## src/rtl/instr_prefetch_if.sv

```systemverilog
// Fetch-stage bus bundle: instruction memory read port, branch redirect and the
// valid/ready instruction handoff to the control unit.
interface instr_prefetch_if #(
  parameter int unsigned ADDR_W = 8
);
  logic              mem_req;
  logic [ADDR_W-1:0] mem_addr;
  logic              mem_ack;
  logic [7:0]        mem_rdata;
  logic              brnch;
  logic [ADDR_W-1:0] brnch_target;
  logic              instr_valid;
  logic              instr_ready;
  logic [2:0]        opcode;
  logic [4:0]        immediate;
  logic [ADDR_W-1:0] instr_pc;

  modport master (
    output mem_req, mem_addr, instr_valid, opcode, immediate, instr_pc,
    input  mem_ack, mem_rdata, brnch, brnch_target, instr_ready
  );

  modport slave (
    input  mem_req, mem_addr, instr_valid, opcode, immediate, instr_pc,
    output mem_ack, mem_rdata, brnch, brnch_target, instr_ready
  );
endinterface

```

## src/rtl/instr_prefetch.sv

```systemverilog
// Instruction prefetch: owns the fetch PC, issues one byte read at a time and
// buffers returned bytes in a small FIFO split into opcode/immediate.
module instr_prefetch #(
  parameter int unsigned       DEPTH    = 2,
  parameter int unsigned       ADDR_W   = 8,
  parameter logic [ADDR_W-1:0] RESET_PC = '0
) (
  input  logic             clk,
  input  logic             rst_n,
  instr_prefetch_if.master bus
);

  localparam int unsigned      PTR_W   = (DEPTH > 1) ? $clog2(DEPTH) : 1;
  localparam int unsigned      CNT_W   = $clog2(DEPTH + 1);
  localparam logic [CNT_W-1:0] DEPTH_C = CNT_W'(DEPTH);

  typedef struct packed {
    logic [ADDR_W-1:0] pc;
    logic [7:0]        data;
  } entry_t;

  // ST_DISCARD: a request was abandoned by a branch and its ack is still owed.
  typedef enum logic [1:0] {
    ST_IDLE    = 2'd0,
    ST_REQ     = 2'd1,
    ST_DISCARD = 2'd2
  } state_t;

  state_t            r_state;
  state_t            w_state_nxt;
  logic [ADDR_W-1:0] r_fetch_pc;
  entry_t            r_mem [DEPTH];
  logic [PTR_W-1:0]  r_wr_ptr;
  logic [PTR_W-1:0]  r_rd_ptr;
  logic [CNT_W-1:0]  r_count;

  logic   w_valid;
  logic   w_push;
  logic   w_pop;
  entry_t w_head;
  entry_t w_wr_entry;

  assign w_valid    = (r_count != '0);
  assign w_head     = r_mem[r_rd_ptr];
  assign w_pop      = w_valid & bus.instr_ready & ~bus.brnch;
  assign w_push     = bus.mem_ack & (r_state == ST_REQ) & ~bus.brnch;
  assign w_wr_entry = '{pc: r_fetch_pc, data: bus.mem_rdata};

  always_ff @(posedge clk or negedge rst_n) begin
    if (!rst_n) begin
      r_state <= ST_IDLE;
    end else begin
      r_state <= w_state_nxt;
    end
  end

  // Credit rule uses registered occupancy, so a request rises one cycle after space frees.
  always_comb begin
    w_state_nxt = r_state;
    unique case (r_state)
      ST_IDLE: begin
        if (r_count < DEPTH_C) begin
          w_state_nxt = ST_REQ;
        end
      end
      ST_REQ: begin
        if (bus.mem_ack) begin
          w_state_nxt = ST_IDLE;
        end else if (bus.brnch) begin
          w_state_nxt = ST_DISCARD;
        end
      end
      ST_DISCARD: begin
        if (bus.mem_ack) begin
          w_state_nxt = ST_IDLE;
        end
      end
      default: w_state_nxt = ST_IDLE;
    endcase
  end

  // Fetch PC only advances on accepted data; a branch always wins.
  always_ff @(posedge clk or negedge rst_n) begin
    if (!rst_n) begin
      r_fetch_pc <= RESET_PC;
    end else if (bus.brnch) begin
      r_fetch_pc <= bus.brnch_target;
    end else if (w_push) begin
      r_fetch_pc <= r_fetch_pc + ADDR_W'(1);
    end
  end

  always_ff @(posedge clk or negedge rst_n) begin
    if (!rst_n) begin
      for (int i = 0; i < int'(DEPTH); i++) begin
        r_mem[i] <= '0;
      end
    end else if (w_push) begin
      r_mem[r_wr_ptr] <= w_wr_entry;
    end
  end

  always_ff @(posedge clk or negedge rst_n) begin
    if (!rst_n) begin
      r_wr_ptr <= '0;
      r_rd_ptr <= '0;
      r_count  <= '0;
    end else if (bus.brnch) begin
      r_wr_ptr <= '0;
      r_rd_ptr <= '0;
      r_count  <= '0;
    end else begin
      if (w_push) begin
        r_wr_ptr <= r_wr_ptr + PTR_W'(1);
      end
      if (w_pop) begin
        r_rd_ptr <= r_rd_ptr + PTR_W'(1);
      end
      if (w_push && !w_pop) begin
        r_count <= r_count + CNT_W'(1);
      end else if (!w_push && w_pop) begin
        r_count <= r_count - CNT_W'(1);
      end
    end
  end

  assign bus.mem_req     = (r_state == ST_REQ);
  assign bus.mem_addr    = r_fetch_pc;
  assign bus.instr_valid = w_valid;
  assign bus.opcode      = w_valid ? w_head.data[7:5] : 3'd0;
  assign bus.immediate   = w_valid ? w_head.data[4:0] : 5'd0;
  assign bus.instr_pc    = w_valid ? w_head.pc : '0;

endmodule

```

## src/flat_wrapper.sv

```systemverilog
// flat-port wrapper written by rule: the top's interface ports become plain ports
module instr_prefetch_flat 
#(
  parameter int unsigned       DEPTH    = 2,
  parameter int unsigned       ADDR_W   = 8,
  parameter logic [ADDR_W-1:0] RESET_PC = '0
)
  (clk, rst_n, bus_mem_req, bus_mem_addr, bus_instr_valid, bus_opcode, bus_immediate, bus_instr_pc, bus_mem_ack, bus_mem_rdata, bus_brnch, bus_brnch_target, bus_instr_ready);
  instr_prefetch_if #(.ADDR_W(ADDR_W)) bus_i ();
  input  logic clk;
  input  logic rst_n;
  output wire logic [$bits(bus_i.mem_req)-1:0] bus_mem_req;
  output wire logic [$bits(bus_i.mem_addr)-1:0] bus_mem_addr;
  output wire logic [$bits(bus_i.instr_valid)-1:0] bus_instr_valid;
  output wire logic [$bits(bus_i.opcode)-1:0] bus_opcode;
  output wire logic [$bits(bus_i.immediate)-1:0] bus_immediate;
  output wire logic [$bits(bus_i.instr_pc)-1:0] bus_instr_pc;
  input wire logic [$bits(bus_i.mem_ack)-1:0] bus_mem_ack;
  input wire logic [$bits(bus_i.mem_rdata)-1:0] bus_mem_rdata;
  input wire logic [$bits(bus_i.brnch)-1:0] bus_brnch;
  input wire logic [$bits(bus_i.brnch_target)-1:0] bus_brnch_target;
  input wire logic [$bits(bus_i.instr_ready)-1:0] bus_instr_ready;
  assign bus_mem_req = bus_i.mem_req;
  assign bus_mem_addr = bus_i.mem_addr;
  assign bus_instr_valid = bus_i.instr_valid;
  assign bus_opcode = bus_i.opcode;
  assign bus_immediate = bus_i.immediate;
  assign bus_instr_pc = bus_i.instr_pc;
  assign bus_i.mem_ack = bus_mem_ack;
  assign bus_i.mem_rdata = bus_mem_rdata;
  assign bus_i.brnch = bus_brnch;
  assign bus_i.brnch_target = bus_brnch_target;
  assign bus_i.instr_ready = bus_instr_ready;
  instr_prefetch #(.DEPTH(DEPTH), .ADDR_W(ADDR_W), .RESET_PC(RESET_PC)) u_core (.clk(clk), .rst_n(rst_n), .bus(bus_i));
endmodule
```

## config.mk

```make
export PLATFORM = sky130hd
export DESIGN_NAME = instr_prefetch_flat
export DESIGN_NICKNAME = d
export VERILOG_FILES = /design/src/rtl/instr_prefetch_if.sv /design/src/rtl/instr_prefetch.sv /design/src/flat_wrapper.sv
export SDC_FILE = /design/constraint.sdc
export NUM_CORES = 1
export LEC_CHECK = 0
export CAP_MARGIN = 10
export CORE_MARGIN = 1
export CORE_UTILIZATION = 30
export CTS_CLUSTER_DIAMETER = 120
export DETAILED_ROUTE_END_ITERATION = 10
export SYNTH_ARGS = -nofsm -noshare
export SYNTH_HDL_FRONTEND = slang
export SYNTH_SLANG_ARGS = --single-unit
```

## constraint.sdc

```tcl
create_clock -name clk -period 4.7 [get_ports clk]
set_input_delay 0.47 -clock clk [delete_from_list [all_inputs] [get_ports clk]]
set_output_delay 0.47 -clock clk [all_outputs]
set_load 0.1 [all_outputs]
```

After elaboration in Yosys (flattened, before gate mapping)
Index checks and enable logic that the tools add are counted.
{"block": "op_classes", "reduce_logical": 11, "muxes": 23, "addsub": 5, "n_lt_le_gt_ge": 4, "n_bitwise": 7, "n_eq_ne": 5}
{"op": "$mux W16", "n": 4}
{"op": "$bwmux W32", "n": 1}
{"op": "$mux W8", "n": 3}
{"op": "$demux W16 S1", "n": 1}
{"op": "$mux W2", "n": 7}
{"op": "$add A8 B1 Y8 const B", "n": 1}
{"op": "$pmux W2 S3", "n": 1}
{"op": "$reduce_bool A2 Y1", "n": 3}
{"op": "$mux W5", "n": 1}
{"op": "$and A1 B1 Y1", "n": 4}
{"op": "$ge A2 B2 Y1 const B", "n": 2}
{"op": "$mux W1", "n": 4}
{"op": "$not A1 Y2", "n": 2}
{"op": "$logic_and A1 B1 Y1", "n": 3}
{"op": "$mux W3", "n": 1}
{"op": "$ne A3 B1 Y1 const B", "n": 1}
{"op": "$reduce_and A3 Y1", "n": 1}
{"op": "$reduce_bool A3 Y1", "n": 1}
{"op": "$add A1 B1 Y1 const B", "n": 2}
{"op": "$add A2 B1 Y2 const B", "n": 1}
{"op": "$eq A2 B1 Y1 const B", "n": 1}
{"op": "$eq A2 B2 Y1 const B", "n": 1}
{"op": "$logic_not A1 Y1", "n": 2}
{"op": "$logic_not A2 Y1", "n": 1}
{"op": "other kinds (6)", "n": 6}
{"block": "totals", "ff_bits": 46, "output_inout_bits": 26}

Logic depth before layout (Yosys ltp)
{"block": "depth", "ltp_word": 8, "depth_mapped": 5, "mapped_depth_nobuf": 4}

Worst setup path after synthesis
OpenSTA, ideal clock, no wires.
{"block": "synth_timing", "kind": "register -> output", "from": "reg u_core.r_rd_ptr", "to": "out bus_immediate[0]", "stages_incl_launch_ff": 5, "t_required_ns": 4.230, "arrival_time_ns": 2.150, "n_path_buf": 2, "slack_ns": 2.080, "path_cell_list": "dfrtp_1 -> buf_2 -> buf_2 -> mux2i_1 -> nor2_1"}
{"block": "synth_between", "elab_chain_cells": 5}
{"item": "start, declared", "line": "instr_prefetch.sv:34", "rtl": "logic [PTR_W-1:0] r_rd_ptr;"}
{"item": "start signal, assigned", "line": "instr_prefetch.sv:117", "rtl": "r_rd_ptr <= r_rd_ptr + PTR_W'(1);"}
{"item": "$not A1 Y2 (implied by the code)", "line": "instr_prefetch.sv:44", "rtl": "assign w_head = r_mem[r_rd_ptr];"}
{"item": "$mux W16 (implied by the code) (3 in series)", "line": "instr_prefetch.sv:44"}
{"item": "$mux W5", "line": "instr_prefetch.sv:131", "rtl": "assign bus.immediate = w_valid ? w_head.data[4:0] : 5'd0;"}
{"item": "end, declared", "line": "flat_wrapper.sv:16", "rtl": "output wire logic [$bits(bus_i.immediate)-1:0] bus_immediate;"}
Every way passes these cells. The select of a mux whose other input is x is not followed.

Worst setup path after layout
{"block": "layout_timing", "from": "reg u_core.r_rd_ptr", "to": "out bus_instr_pc[5]"}
{"block": "layout_between", "elab_chain_cells": 5}
{"item": "$not A1 Y2 (implied by the code)", "line": "instr_prefetch.sv:44"}
{"item": "$mux W16 (implied by the code) (3 in series)", "line": "instr_prefetch.sv:44"}
{"item": "$mux W8", "line": "instr_prefetch.sv:132", "rtl": "assign bus.instr_pc = w_valid ? w_head.pc : '0;"}
{"item": "end, declared", "line": "flat_wrapper.sv:17", "rtl": "output wire logic [$bits(bus_i.instr_pc)-1:0] bus_instr_pc;"}
Every way passes these cells. The select of a mux whose other input is x is not followed.

==> summary.txt <==
Clocking
  – Post-CTS Repair Setup Buffers: 0
  – Clk root buf: clkbuf_8
  – Max Buffers Root-to-Sink: 2
  – H-tree Lvls: 2
  – CTS tree: built
  – Post-cts sizing count: 0
  – Sink Count: 46
  – Clk slew on worst S/H paths: 0.09 ns
  – CTS Buf Count: 5
  – Worst-Skew Late Latency: 0.29 ns
  – Post-CTS Hold Buffers: 0

Placed design
  – Gpl congestion: 0.7136
  – Post-detail-place hpwl: 3273 µm
  – IO Port Bufs: 46
  – Place WS: 1.745 ns
  – Area after DPL: 2816 µm²

Synth
  – Synth Cell Area: 2303 µm²
  – Distinct cells, synth: 36
  – Avg Inst Size Synth: 12.32 µm²
  – Async SR Flop Fraction: 100.0%
  – Leading cell type by number of instances after synthesis: dfrtp_1
  – Sequential-to-total area share from yosys stat: 49.97%
  – Top cells by count, synth: dfrtp_1, nor2_1, mux2_4, mux2i_1, mux2_2
  – Top_reg_cell synth: dfrtp_1
  – Cells after Synth: 187
  – Top cell type by total area after synthesis: dfrtp_1
  – Top cells by area, synth: dfrtp_1, mux2_4, mux2i_1
  – Yosys warning count: 0
  – Post-synth net total: 209
  – Synthesized flop and latch total: 46
  – Top-area cell type share of the netlist area: 49.97%
  – EDFF count, synth: 0

Setup path
  – Max FO, Critical Path: 17
  – WP data required: 4.23 ns
  – WP data arrival: 2.80 ns
  – Setup crit end kind: output port
  – Type of the worst setup path: flop to output port
  – CP startpoint kind: flop

Detailed routing
  – Routed WL per cell: 14.69 µm
  – Post-route ant nets: 0
  – Starting DRT DRC Count: 78
  – Vias per cell: 4.731
  – Via Count: 1566
  – Detailed-route DRC error count: 0
  – WL final: 4862 µm
  – Drt first pass iters: 4

Timing
  – Measured slew at the worst slew-check pin: 1.023 ns
  – Skew final: 0.004679 ns
  – Final setup vio count: 0
  – Final slew viol count: 0
  – Final WS setup: 1.428 ns
  – RSZ-0062 raised after global routing: false
  – Post-route clock period utilization: 69.63%
  – Hold Vio Cnt, Final: 0
  – Max Freq: 305.6 MHz
  – Slew margin rel.: 31.81%
  – Setup_tns: 0 ns
  – Fin crit period: 3.272 ns

Hold path
  – HP Class: input pin to asynchronous set/reset pin

GRT
  – Pin count of the biggest net entering global routing: 47
  – First-pass GRT wire length: 7962 µm
  – Vias in the first global route: 1623
  – Overall global routing resource usage: 13.33%
  – Overflow after GRT: 0
  – Initial antenna violation count: 0

Pwr
  – Peak supply drop: 0.3277 mV
  – Static leakage: 1.238 nW
  – Power per cell area: 606.6 nW/µm²

Layout
  – N_diodes: 0
  – Final Instance Area: 2959 µm²
  – Synth-to-layout area growth: 28.46%
  – Number of nets in the layout: 253
  – Share of cells above drive strength 1: 19.83%

Floorplan
  – Row count: 31
  – Initial Util: 31.42%
  – Die X-Extent: 89.63 µm
  – Die height: 89.63 µm
  – Die area: 8033 µm²
  – Core ar.: 7331 µm²
  – I/O pins: 47

Outcome
  – Status: finished clean

Flow run
  – Max_cap viols: 0
-- kinds of logic after synthesis --
group,after synthesis,synth area share [%]
mux,49,26.29
simple gates,57,13.42
buf+inv,13,3.694
compound gates,17,4.562
fa+ha+maj,1,0.5431
xor+xnor,4,1.521
flops,46,49.97
-- worst max-delay path, cell delays in order (launching register included) --
cell and delay [ns]:
dfrtp_1 1.00, mux2i_1 0.21, nor2_1 0.15, clkdlybuf4s50_1 1.15
-- through the flow --
stage | util (%) | instances | hold WS (ns) | power (W)
after floorplan | - | 187 | 0.1744 | 0.001274
after global placement | 38.42 | 323 | 0.4842 | 0.001432
after detailed placement | 38.42 | 323 | 0.4872 | 0.001448
after CTS | 40.37 | 331 | 0.3831 | 0.001813
after global routing | 40.37 | 331 | 0.4210 | 0.001896
final | 40.37 | 331 | 0.3404 | 0.001795
-- sequential cells by signal, indices dropped and copies added, names as in the netlist --
| signal | count |
|---|---|
| u_core.r_wr_ptr | 1 |
| u_core.r_mem | 32 |
| u_core.bus.mem_addr | 8 |
| u_core.r_state | 2 |
| u_core.r_count | 2 |
| u_core.r_rd_ptr | 1 |
-- metal layers --
metal,global-route usage [%],vias to the layer above,wire [µm]
met2,20.39,37,2241
met1,18.49,776,2393
met5,0,-,0
li1,-,751,-
met4,4.473,0,21
met3,3.291,2,206
-- path summary, 6_finish.rpt --
kind	start	endpoint	slack (ns)	cells after the start
worst max-delay path	u_core.r_rd_ptr$_DFFE_PN0P_	bus_instr_pc[5]	1.43	3
worst min-delay path	rst_n	u_core.r_state[1]$_DFFE_PN0P_	0.34	1
max in group asynchronous	rst_n	u_core.bus.mem_addr[4]$_DFFE_PN0P_	3.72	1
min in group clk	u_core.r_state[1]$_DFFE_PN0P_	u_core.r_state[0]$_DFFE_PN0P_	0.50	1
worst min register to register	u_core.r_state[1]$_DFFE_PN0P_	u_core.r_state[0]$_DFFE_PN0P_	0.50	1
worst max register to register	u_core.r_state[1]$_DFFE_PN0P_	u_core.r_mem[25]$_DFFE_PN0P_	2.60	3
-- power breakdown --
group | switching [W] | total [W] | internal (W)
Sequential | 0.000116 | 0.000662 | 0.000547
Combinational | 0.000455 | 0.000773 | 0.000318
Clock | 0.000132 | 0.000359 | 0.000227
Total | 0.000704 | 0.00179 | 0.00109
-- placed cells by master (no fill, tap or decap), drive strengths merged --
| master | netlist | layout |
|---|---|---|
| dfrtp | 46 | 46 |
| clkdlybuf4s50 | 0 | 45 |
| mux2 | 32 | 32 |
| nor2 | 25 | 25 |
| mux2i | 17 | 17 |
| nand2 | 8 | 8 |
| nand3 | 6 | 6 |
| clkbuf | 2 | 6 |
| or4 | 5 | 5 |
| o21ai | 5 | 5 |
| a21oi | 4 | 4 |
| o211ai | 3 | 3 |
| o31ai | 2 | 2 |
| a31oi | 2 | 2 |
| xor2 | 2 | 2 |
| xnor2 | 2 | 2 |
| nor2b | 2 | 2 |
| inv | 2 | 2 |
| bufinv | 0 | 2 |
| nand4 | 2 | 2 |
| nand3b | 2 | 2 |
| buf | 8 | 2 |
| and2b | 1 | 1 |
| nand4b | 1 | 1 |
| clkinv | 1 | 1 |
| and3b | 1 | 1 |
| nand2b | 1 | 1 |
| and3 | 1 | 1 |
| nor3 | 1 | 1 |
| and4bb | 1 | 1 |
| o311a | 1 | 1 |
| ha | 1 | 1 |
-- area by class of cell --
type / count / area [µm²]
clock buffers: 6 / 82.58
clock inverters: 2 / 60.06
fillers: 687 / 4372
inverters: 3 / 11.26
multi-input cells: 128 / 1067
flip-flops and latches: 46 / 1151
well taps: 99 / 123.9
repair buffers: 47 / 462.9
(Power assumes the default switching activity.)
